==> src/rtl/i2c_pkg.sv <==
`default_nettype none
// ============================================================================
// i2c_pkg : FSM states, bit-phase indices and byte count for the I2C write master
// Rev 1.0
// ============================================================================
package i2c_pkg;

  typedef enum logic [3:0] {
    ST_IDLE  = 4'd0,
    ST_START = 4'd1,
    ST_ADDR  = 4'd2,
    ST_ACK1  = 4'd3,
    ST_SUB   = 4'd4,
    ST_ACK2  = 4'd5,
    ST_DATA  = 4'd6,
    ST_ACK3  = 4'd7,
    ST_STOP  = 4'd8
  } state_t;

  // Each bit is four equal phases; SCL is low in 0/1 and released in 2/3.
  localparam logic [1:0] PH_0 = 2'd0;
  localparam logic [1:0] PH_1 = 2'd1;
  localparam logic [1:0] PH_2 = 2'd2;
  localparam logic [1:0] PH_3 = 2'd3;

  localparam int         NUM_BYTES      = 3;
  localparam logic [2:0] LAST_BIT       = 3'd7;
  localparam int         BITS_PER_TRANS = 2 + NUM_BYTES * 9;

endpackage
`default_nettype wire

==> src/rtl/i2c_phase_gen.sv <==
`default_nettype none
// ============================================================================
// i2c_phase_gen : divides clk by CLK_DIV into a phase tick and a 2-bit phase index
// Rev 1.0
// ============================================================================
module i2c_phase_gen #(
  parameter int CLK_DIV = 125
) (
  input  logic       clk,
  input  logic       reset_n,
  input  logic       run,
  input  logic       hold,
  output logic       tick,
  output logic [1:0] phase
);

  localparam int            CW   = (CLK_DIV > 1) ? $clog2(CLK_DIV) : 1;
  localparam logic [CW-1:0] LAST = CW'(CLK_DIV - 1);
  localparam logic [CW-1:0] ONE  = CW'(1);

  logic [CW-1:0] cnt;

  // tick marks the final cycle of the current phase; phase is valid alongside it
  assign tick = run && !hold && (cnt == LAST);

  always_ff @(posedge clk or negedge reset_n) begin
    if (!reset_n) begin
      cnt   <= '0;
      phase <= 2'd0;
    end else if (!run) begin
      cnt   <= '0;
      phase <= 2'd0;
    end else if (!hold) begin
      if (cnt == LAST) begin
        cnt   <= '0;
        phase <= phase + 2'd1;
      end else begin
        cnt <= cnt + ONE;
      end
    end
  end

endmodule
`default_nettype wire

==> src/rtl/i2c_write_master.sv <==
`default_nettype none
// ============================================================================
// i2c_write_master : 3-byte I2C write (addr, sub-addr, data); optional I2C_CLK_STRETCH_EN
// Rev 1.0
// ============================================================================
module i2c_write_master #(
  parameter int CLK_DIV = 125
) (
  input  logic       clk,
  input  logic       reset_n,
  input  logic [7:0] i_addr_w_rw,
  input  logic [7:0] i_sub_addr,
  input  logic [7:0] i_data_write,
  input  logic       req_trans,
  input  logic       sda_i,
  input  logic       scl_i,
  output logic       i2c_busy,
  output logic       scl_oe,
  output logic       sda_oe,
  output logic       nack_err
);
  import i2c_pkg::*;

  state_t     state, state_nx;
  logic       req_q, req_rise, tick, bit_end, stretch_hold;
  logic [1:0] phase;
  logic [2:0] bit_cnt;
  logic [7:0] shift_q, sub_q, data_q;
  logic       unused_rw;

  // The R/W bit is always sent as write
  assign unused_rw = i_addr_w_rw[0];

  assign req_rise = req_trans & ~req_q;
  assign bit_end  = tick & (phase == PH_3);
  assign i2c_busy = (state != ST_IDLE);

`ifdef I2C_CLK_STRETCH_EN
  // A slave holding SCL low after we release it freezes the bit timing
  assign stretch_hold = (phase == PH_2) && !scl_oe && !scl_i;
`else
  logic unused_scl_i;
  assign unused_scl_i = scl_i;
  assign stretch_hold = 1'b0;
`endif

  i2c_phase_gen #(
    .CLK_DIV(CLK_DIV)
  ) u_phase_gen (
    .clk    (clk),
    .reset_n(reset_n),
    .run    (i2c_busy),
    .hold   (stretch_hold),
    .tick   (tick),
    .phase  (phase)
  );

  always_ff @(posedge clk or negedge reset_n) begin
    if (!reset_n) state <= ST_IDLE;
    else          state <= state_nx;
  end

  always_comb begin
    state_nx = state;
    scl_oe   = 1'b0;
    sda_oe   = 1'b0;
    case (state)
      ST_IDLE: begin
        if (req_rise) state_nx = ST_START;
      end
      ST_START: begin
        sda_oe = phase[1];
        if (bit_end) state_nx = ST_ADDR;
      end
      ST_ADDR, ST_SUB, ST_DATA: begin
        scl_oe = ~phase[1];
        sda_oe = ~shift_q[7];
        if (bit_end && (bit_cnt == LAST_BIT)) begin
          state_nx = (state == ST_ADDR) ? ST_ACK1 :
                     (state == ST_SUB)  ? ST_ACK2 : ST_ACK3;
        end
      end
      ST_ACK1, ST_ACK2, ST_ACK3: begin
        scl_oe = ~phase[1];
        if (bit_end) begin
          if (sda_i || (state == ST_ACK3)) state_nx = ST_STOP;
          else state_nx = (state == ST_ACK1) ? ST_SUB : ST_DATA;
        end
      end
      ST_STOP: begin
        scl_oe = ~phase[1];
        sda_oe = (phase != PH_3);
        if (bit_end) state_nx = ST_IDLE;
      end
      default: state_nx = ST_IDLE;
    endcase
  end

  // Edge register resets high so a request held through reset is not an edge
  always_ff @(posedge clk or negedge reset_n) begin
    if (!reset_n) begin
      req_q    <= 1'b1;
      shift_q  <= 8'h00;
      sub_q    <= 8'h00;
      data_q   <= 8'h00;
      bit_cnt  <= 3'd0;
      nack_err <= 1'b0;
    end else begin
      req_q <= req_trans;
      if ((state == ST_IDLE) && req_rise) begin
        shift_q  <= {i_addr_w_rw[7:1], 1'b0};
        sub_q    <= i_sub_addr;
        data_q   <= i_data_write;
        bit_cnt  <= 3'd0;
        nack_err <= 1'b0;
      end else if (bit_end) begin
        case (state)
          ST_ADDR, ST_SUB, ST_DATA: begin
            shift_q <= {shift_q[6:0], 1'b0};
            bit_cnt <= bit_cnt + 3'd1;
          end
          ST_ACK1, ST_ACK2, ST_ACK3: begin
            if (sda_i) nack_err <= 1'b1;
            shift_q <= (state == ST_ACK1) ? sub_q : data_q;
          end
          default: ;
        endcase
      end
    end
  end

endmodule
`default_nettype wire

==> config.mk <==
export PLATFORM = sky130hd
export DESIGN_NAME = i2c_write_master
export DESIGN_NICKNAME = d
export VERILOG_FILES = /design/src/rtl/i2c_pkg.sv /design/src/rtl/i2c_phase_gen.sv /design/src/rtl/i2c_write_master.sv
export SDC_FILE = /design/constraint.sdc
export NUM_CORES = 1
export LEC_CHECK = 0
export CORE_UTILIZATION = 59
export CTS_BUF_LIST = sky130_fd_sc_hd__clkbuf_4
export CTS_CLUSTER_SIZE = 40
export DETAILED_ROUTE_END_ITERATION = 10
export MAX_ROUTING_LAYER = met4
export PLACE_DENSITY = 0.83
export SLEW_MARGIN = 20
export SYNTH_ARGS = -nofsm -noshare
export SYNTH_HDL_FRONTEND = slang
export SYNTH_SLANG_ARGS = --single-unit
==> constraint.sdc <==
create_clock -name clk -period 4.4 [get_ports clk]
set_input_delay 0.66 -clock clk [delete_from_list [all_inputs] [get_ports clk]]
set_output_delay 0.66 -clock clk [all_outputs]
set_load 0.01 [all_outputs]
==> results.md, run 1 <==
* Synth Cell Area at 2077 sq um
* Maximum Capacitance Violations at 0
* Max Freq at 358.8 MHz
* Clock-pin slew on the worst setup and hold paths at 0.11 ns
* Leakage at 1.077 nW
* Max-slew headroom at 35.83%
* Hold_buf cts at 0
* Fin nets at 276
* Layout cell share with drive strength beyond 1 at 7.884%
* Synth Instances at 215
* Chip Height at 61.33 microns
* Die area at 3761 sq um
* First-pass GRT wire length at 6596 microns
* Starting DRT DRC Count at 148
* Dpl hpwl at 2835 microns
* DR WL/cell at 14.47 microns
* Synth Area per Inst at 9.660 sq um
* GR Util met1 at 35.77%
* Final Power at 0.9438 mW
* Ant. Diodes at 0
* Met2 usage at 35.87%
* Number of global-route vias before repair at 1,442
* CTS H-tree depth at 2
* Clock Sinks at 42
* Warnings from Yosys at 0
* Cell Rows at 21
* Hold Path Class: primary input to asynchronous set/reset pin
* Cell at the slowest stage of the critical path: dfrtp_1
* Reg area at 1052 sq um
* Setup Buffers After CTS at 0
* Core area at 3363 sq um
* Final setup fails at 0
* Startpoint types: flip-flop
* Period utilization at 63.34%
* Cell area after layout at 2407 sq um
* Ports at 33
* Post-DRT Antenna Nets at 0
* Fin crit period at 2.787 ns
* CP peak stage delay at 0.80 ns
* Final WL at 4152 microns
* Detailed Routing Iterations Pass 1 at 4
* Setup TNS at 0 ns
* CP Capture Type: output port
* Area of the multi-input gates at 942.2 sq um
* Synth Register Bits at 42
* Cell Pwr Density at 392.1 nW/um^2
* Maximum VDD drop at 290.3 uV
* Endpoints failing hold at 0
* Clock Tree Buf Depth at 2
* Layout area overhead at 15.90%
* Vias at 1,660
* Grt total ovfl at 0
* Synth area leaders: dfrtp_1, nand2_1, a21oi_1
* Dpl cells at 281
* Post-synthesis sequential area ratio at 50.66%
* GRT Total Usage at 26.08%
* Critical Path, Cell by Cell: o21bai_4, nor2_1, a31oi_1, o21ai_0, clkdlybuf4s50_1
* Chip Width at 61.33 microns
* TritonCTS Buffers at 5
* CP Class: flip-flop to output port
* Post-CTS sizing at 0
* WP data required at 3.74 ns
* DRC errors left at 0
* Status: complete, no violations
* Largest net degree at the start of global routing at 43
* PortBufs at 30
* Buffers & Inverters on Critical Path at 1
* CP arrival at 2.13 ns
* Crit-path max FO at 18
* Max-slew violation count at 0
* Initial core utilization at 61.76%
* Most crowded layer after global routing: met2
* Post-DP Area at 2366 sq um
* Post-synth top area share at 49.40%
* Final Skew at 0.007118 ns
* RSZ-0062 raised after global routing: no
* CTS root buf: clkbuf_4
* Cell family with most CP delay: flip-flops
* Layout fillers at 281
* Initial antenna violation count at 0
* Syn nets at 249
* TritonCTS clock tree: done
* Skew-Pair Late Insertion Delay at 0.35 ns
* M3 GR Usage at 7.773%
* Post-synth cell types at 42
* Via density at 5.784
* Final Instance Count excl. Fillers at 287
* Routability cong. at 0.8737
* Worst Max-Slew Pin Slew at 0.9546 ns
* Yosys top cell by area: dfrtp_1
## power by group
group / switching [mW] / internal, mW
Combinational: 0.103 / 0.105
Sequential: 0.0733 / 0.496
Clock: 0.112 / 0.0546
Total: 0.288 / 0.656
## layer usage
metal / part of all wire [%] / up-vias
li1: - / 809
met1: 47 / 782
met2: 45 / 60
met3: 6.4 / 9
met4: 1.9 / 0
met5: 0 / -
## logic make-up (layout without fill, tap and decap cells)
kind of cell	after synthesis	after routing	synth area share (%)
compound gates	44	44	15.60
xor+xnor	5	5	2.109
fa+ha+maj	6	6	3.494
buf+inv	15	41	3.975
flops	42	42	50.66
mux	2	2	0.9639
simple gates	101	101	23.19
## sequential cells by signal (all words and copies together), names as in the netlist, 2 cells and up
register	cells
sub_q	8
u_phase_gen.cnt	7
state	4
shift_q	8
bit_cnt	3
u_phase_gen.phase	2
data_q	8
## area by class of cell
type / instances / area share (%)
clock buffers: 5 / 1.559
clock inverters: 1 / 0.1559
inverters: 5 / 0.7796
multi-input cells: 158 / 39.14
flip-flops and latches: 42 / 43.71
well taps: 46 / 2.391
repair buffers: 30 / 12.27
## cell usage in the layout (no fill, tap or decap), types with 2 or more instances in the layout
cell type | Yosys | routed
o21ai_0 | 7 | 7
dfrtp_1 | 41 | 41
xor2_1 | 2 | 2
clkdlybuf4s50_1 | 0 | 29
or3_1 | 2 | 2
nor2_1 | 14 | 14
a22oi_1 | 2 | 2
mux2i_1 | 2 | 2
nor2b_1 | 2 | 2
nand2_1 | 54 | 54
inv_1 | 4 | 4
nor4_2 | 2 | 2
nor3_1 | 9 | 9
a222oi_1 | 7 | 7
a22o_1 | 7 | 7
ha_1 | 5 | 5
xnor2_1 | 3 | 3
clkbuf_4 | 0 | 5
nand3_1 | 8 | 8
a21oi_1 | 14 | 14
## stage by stage
step           hold slack, ns  util [%]  setup slack [ns]
2_1_floorplan          0.3644         -             2.498
3_3_place_gp           0.4599     70.35             2.002
3_5_place_dp           0.4650     70.35             1.972
4_1_cts                0.4519     71.58             1.626
5_1_grt                0.4753     71.58             1.457
6_report               0.4172     71.58             1.613
## path summary, 6_finish.rpt
check                               start          to  slack [ns]  cells after the start
worst max-delay path             state[2]      sda_oe        1.61                      5
worst min-delay path              reset_n    nack_err        0.42                      1
max in group asynchronous         reset_n   data_q[6]        3.42                      1
min in group clk                data_q[0]   data_q[0]        0.49                      2
worst min register to register  data_q[0]   data_q[0]        0.49                      2
worst max register to register   state[2]  shift_q[1]        2.07                      5
## synth_stat cells
library cell and count:
or4_4 1, nand4_1 1, a21oi_2 1, nand2b_1 1, inv_1 4, buf_2 3
dfstp_2 1, o21ai_0 7, or3_1 2, nand2_1 54, nor4_2 2, mux2i_1 2
nor2_1 14, or2_2 1, a22oi_1 2, and2b_2 1, nor2_2 1, nor4_4 1
a31oi_1 1, dfrtp_1 41, o41ai_2 1, a222oi_1 7, nand3_1 8, ha_1 5
a41oi_1 1, nor2_4 1, nor3b_1 1, xnor2_1 3, o21ai_1 1, nor3_1 9
inv_2 1, clkbuf_1 3, a21oi_1 14, o21bai_4 1, and2_1 1, a22o_1 7
buf_6 3, buf_1 1, a311oi_1 1, maj3_1 1, nor2b_1 2, xor2_1 2
Note: power is estimated with default switching activity, not from simulation.
==> run 2, diff against run 1 <==
- CORE_UTILIZATION: 59 -> 55
- PLACE_DENSITY: 0.83 -> 0.78
- clock period: 4.4 -> 2.6 ns (I/O delays scaled with it)
==> results.md, run 2 (synthesis gave the netlist of run 1 again) <==
* Status: complete, no violations
* FF-to-FF End: data_q[6]
* RSZ-0062 raised after global routing: no
* Final setup fails at 0
* Post-DP Area at 2396 sq um
* Cell area after layout at 2451 sq um
* CP Class: flip-flop to output port
* Post-DRT Antenna Nets at 0
* Final Skew at 0.01333 ns
* Die area at 4026 sq um
* Commonest non-fill, non-tap cell in the layout: nand2_1
* DR WL/cell at 15.52 microns
* PortBufs at 30
* Cell Rows at 21
* Setup TNS at 0 ns
* Max-slew headroom at 39.27%
* Startpoint types: flip-flop
* Most frequent cells in the layout: nand2_1, dfrtp_1, clkdlybuf4s50_1
* TritonCTS clock tree: done
* Layout area overhead at 18.01%
* Sw frac at 31.54%
* Worst Max-Slew Pin Slew at 0.9110 ns
* CTS H-tree depth at 2
* Vias at 1,704
* Max Freq at 404.9 MHz
* Via density at 5.816
* P_int at 1.131 mW
* Fin crit period at 2.470 ns
* Max-slew violation count at 0
* Skew-Pair Late Insertion Delay at 0.35 ns
* Core area at 3468 sq um
* Clock Sinks at 42
* Seq pwr share at 58.7%
* Detailed Routing Iterations Pass 1 at 5
* TritonCTS Buffers at 5
* Largest net degree at the start of global routing at 43
* Maximum Capacitance Violations at 0
* Final Power at 1.653 mW
* Dpl hpwl at 3247 microns
* Top flop regs: data_q (8), shift_q (8), sub_q (8)
* R2r startpoint: state[1]
* Clock-pin slew on the worst setup and hold paths at 0.13 ns
* Number of global-route vias before repair at 1,686
* Fin nets at 280
* R2R depth at 6
* Clock Power Share at 19.5%
* Initial core utilization at 59.88%
* Combinational share of power at 21.8%
* Layout cell share with drive strength beyond 1 at 10.53%
* WP data required at 2.21 ns
* Cell Pwr Density at 674.3 nW/um^2
* Setup Buffers After CTS at 0
* Starting DRT DRC Count at 185
* GRT Total Usage at 26.55%
* Maximum VDD drop at 497.6 uV
* CP Capture Type: output port
* Final WL at 4546 microns
* Switching power at 0.5213 mW
* Leakage at 1.103 nW
* Grt total ovfl at 0
* Clock Tree Buf Depth at 2
* Crit-path max FO at 9
* First-pass GRT wire length at 7866 microns
* Initial antenna violation count at 0
* Routability cong. at 0.8480
* Hold Path Class: primary input to asynchronous set/reset pin
* Chip Height at 63.45 microns
* Ports at 33
* Reg-to-reg slack, setup at 0.55 ns
* CTS root buf: clkbuf_4
* Period utilization at 95.00%
* DRC errors left at 0
* Endpoints failing hold at 0
* Chip Width at 63.45 microns
* CP arrival at 2.08 ns
* Ant. Diodes at 0
[run 2: cell count changes in the layout (fill, tap and decap cells not counted)]
| cell | change |
|---|---|
| dfrtp_2 | +1 |
| dfrtp_1 | -1 |
| clkbuf_4 | +1 |
| clkinv_2 | +1 |
| buf_4 | +4 |
[run 2: critical path, stage by stage (launching register included)]
cell and delay (ns):
dfrtp_1 0.54, o21bai_4 0.26, nor2_1 0.12, a31oi_1 0.05, o21ai_0 0.19, clkdlybuf4s50_1 0.57
[run 2: worst max-delay path by stage]
stage / from / end / slack (ns) / depth (start not counted)
floorplan: u_phase_gen.cnt[0] / bit_cnt[0] / 0.79 / 6
global placement: state[2] / sda_oe / 0.49 / 5
detailed placement: state[2] / sda_oe / 0.37 / 5
CTS: state[3] / sda_oe / 0.11 / 5
global route: state[3] / sda_oe / 0.006 / 5
finish: state[3] / sda_oe / 0.13 / 5
[run 2: area by class of cell]
type                            instances  area [sq um]
Clock buffer                            6         45.04
Sequential cell                        42          1054
Timing Repair Buffer                   34         325.3
Inverter                                5         18.77
Clock inverter                          2         8.758
Multi-Input combinational cell        158         942.2
Fill cell                             278          1017
Tap cell                               46         57.56
[run 2: metal layers]
| layer | GRT usage, % | share of wire [%] | vias up |
|---|---|---|---|
| met5 | - | 0 | - |
| met4 | 9.091 | 0.70 | 0 |
| met3 | 7.790 | 5.6 | 4 |
| met2 | 41.22 | 49 | 55 |
| met1 | 33.09 | 45 | 829 |
| li1 | - | - | 816 |
[run 2: power by group through the flow]
stage | clock network, mW | registers, mW | logic [mW]
floorplan | 0 | 0.942 | 0.254
global placement | 0 | 0.964 | 0.333
detailed placement | 0 | 0.982 | 0.363
CTS | 0.328 | 0.967 | 0.368
global route | 0.363 | 0.991 | 0.418
finish | 0.322 | 0.970 | 0.361
[run 2: timing repair]
item,4_1_cts,5_1_grt
resized for setup,1,0
setup endpoints to repair,1,0
hold buffers,0,0
endpoints found under the hold margin,0,0
[run 2: metrics by stage]
step                      utilization, %  setup slack, ns  hold WS [ns]  std cells
after floorplan                        -           0.7929       0.09441        215
after global placement             69.08           0.4873        0.4606        285
after detailed placement           69.08           0.3690        0.4703        285
after CTS                          70.67           0.1097        0.1800        293
after global routing               70.67         0.005572        0.2178        293
final                              70.67           0.1300        0.1458        293
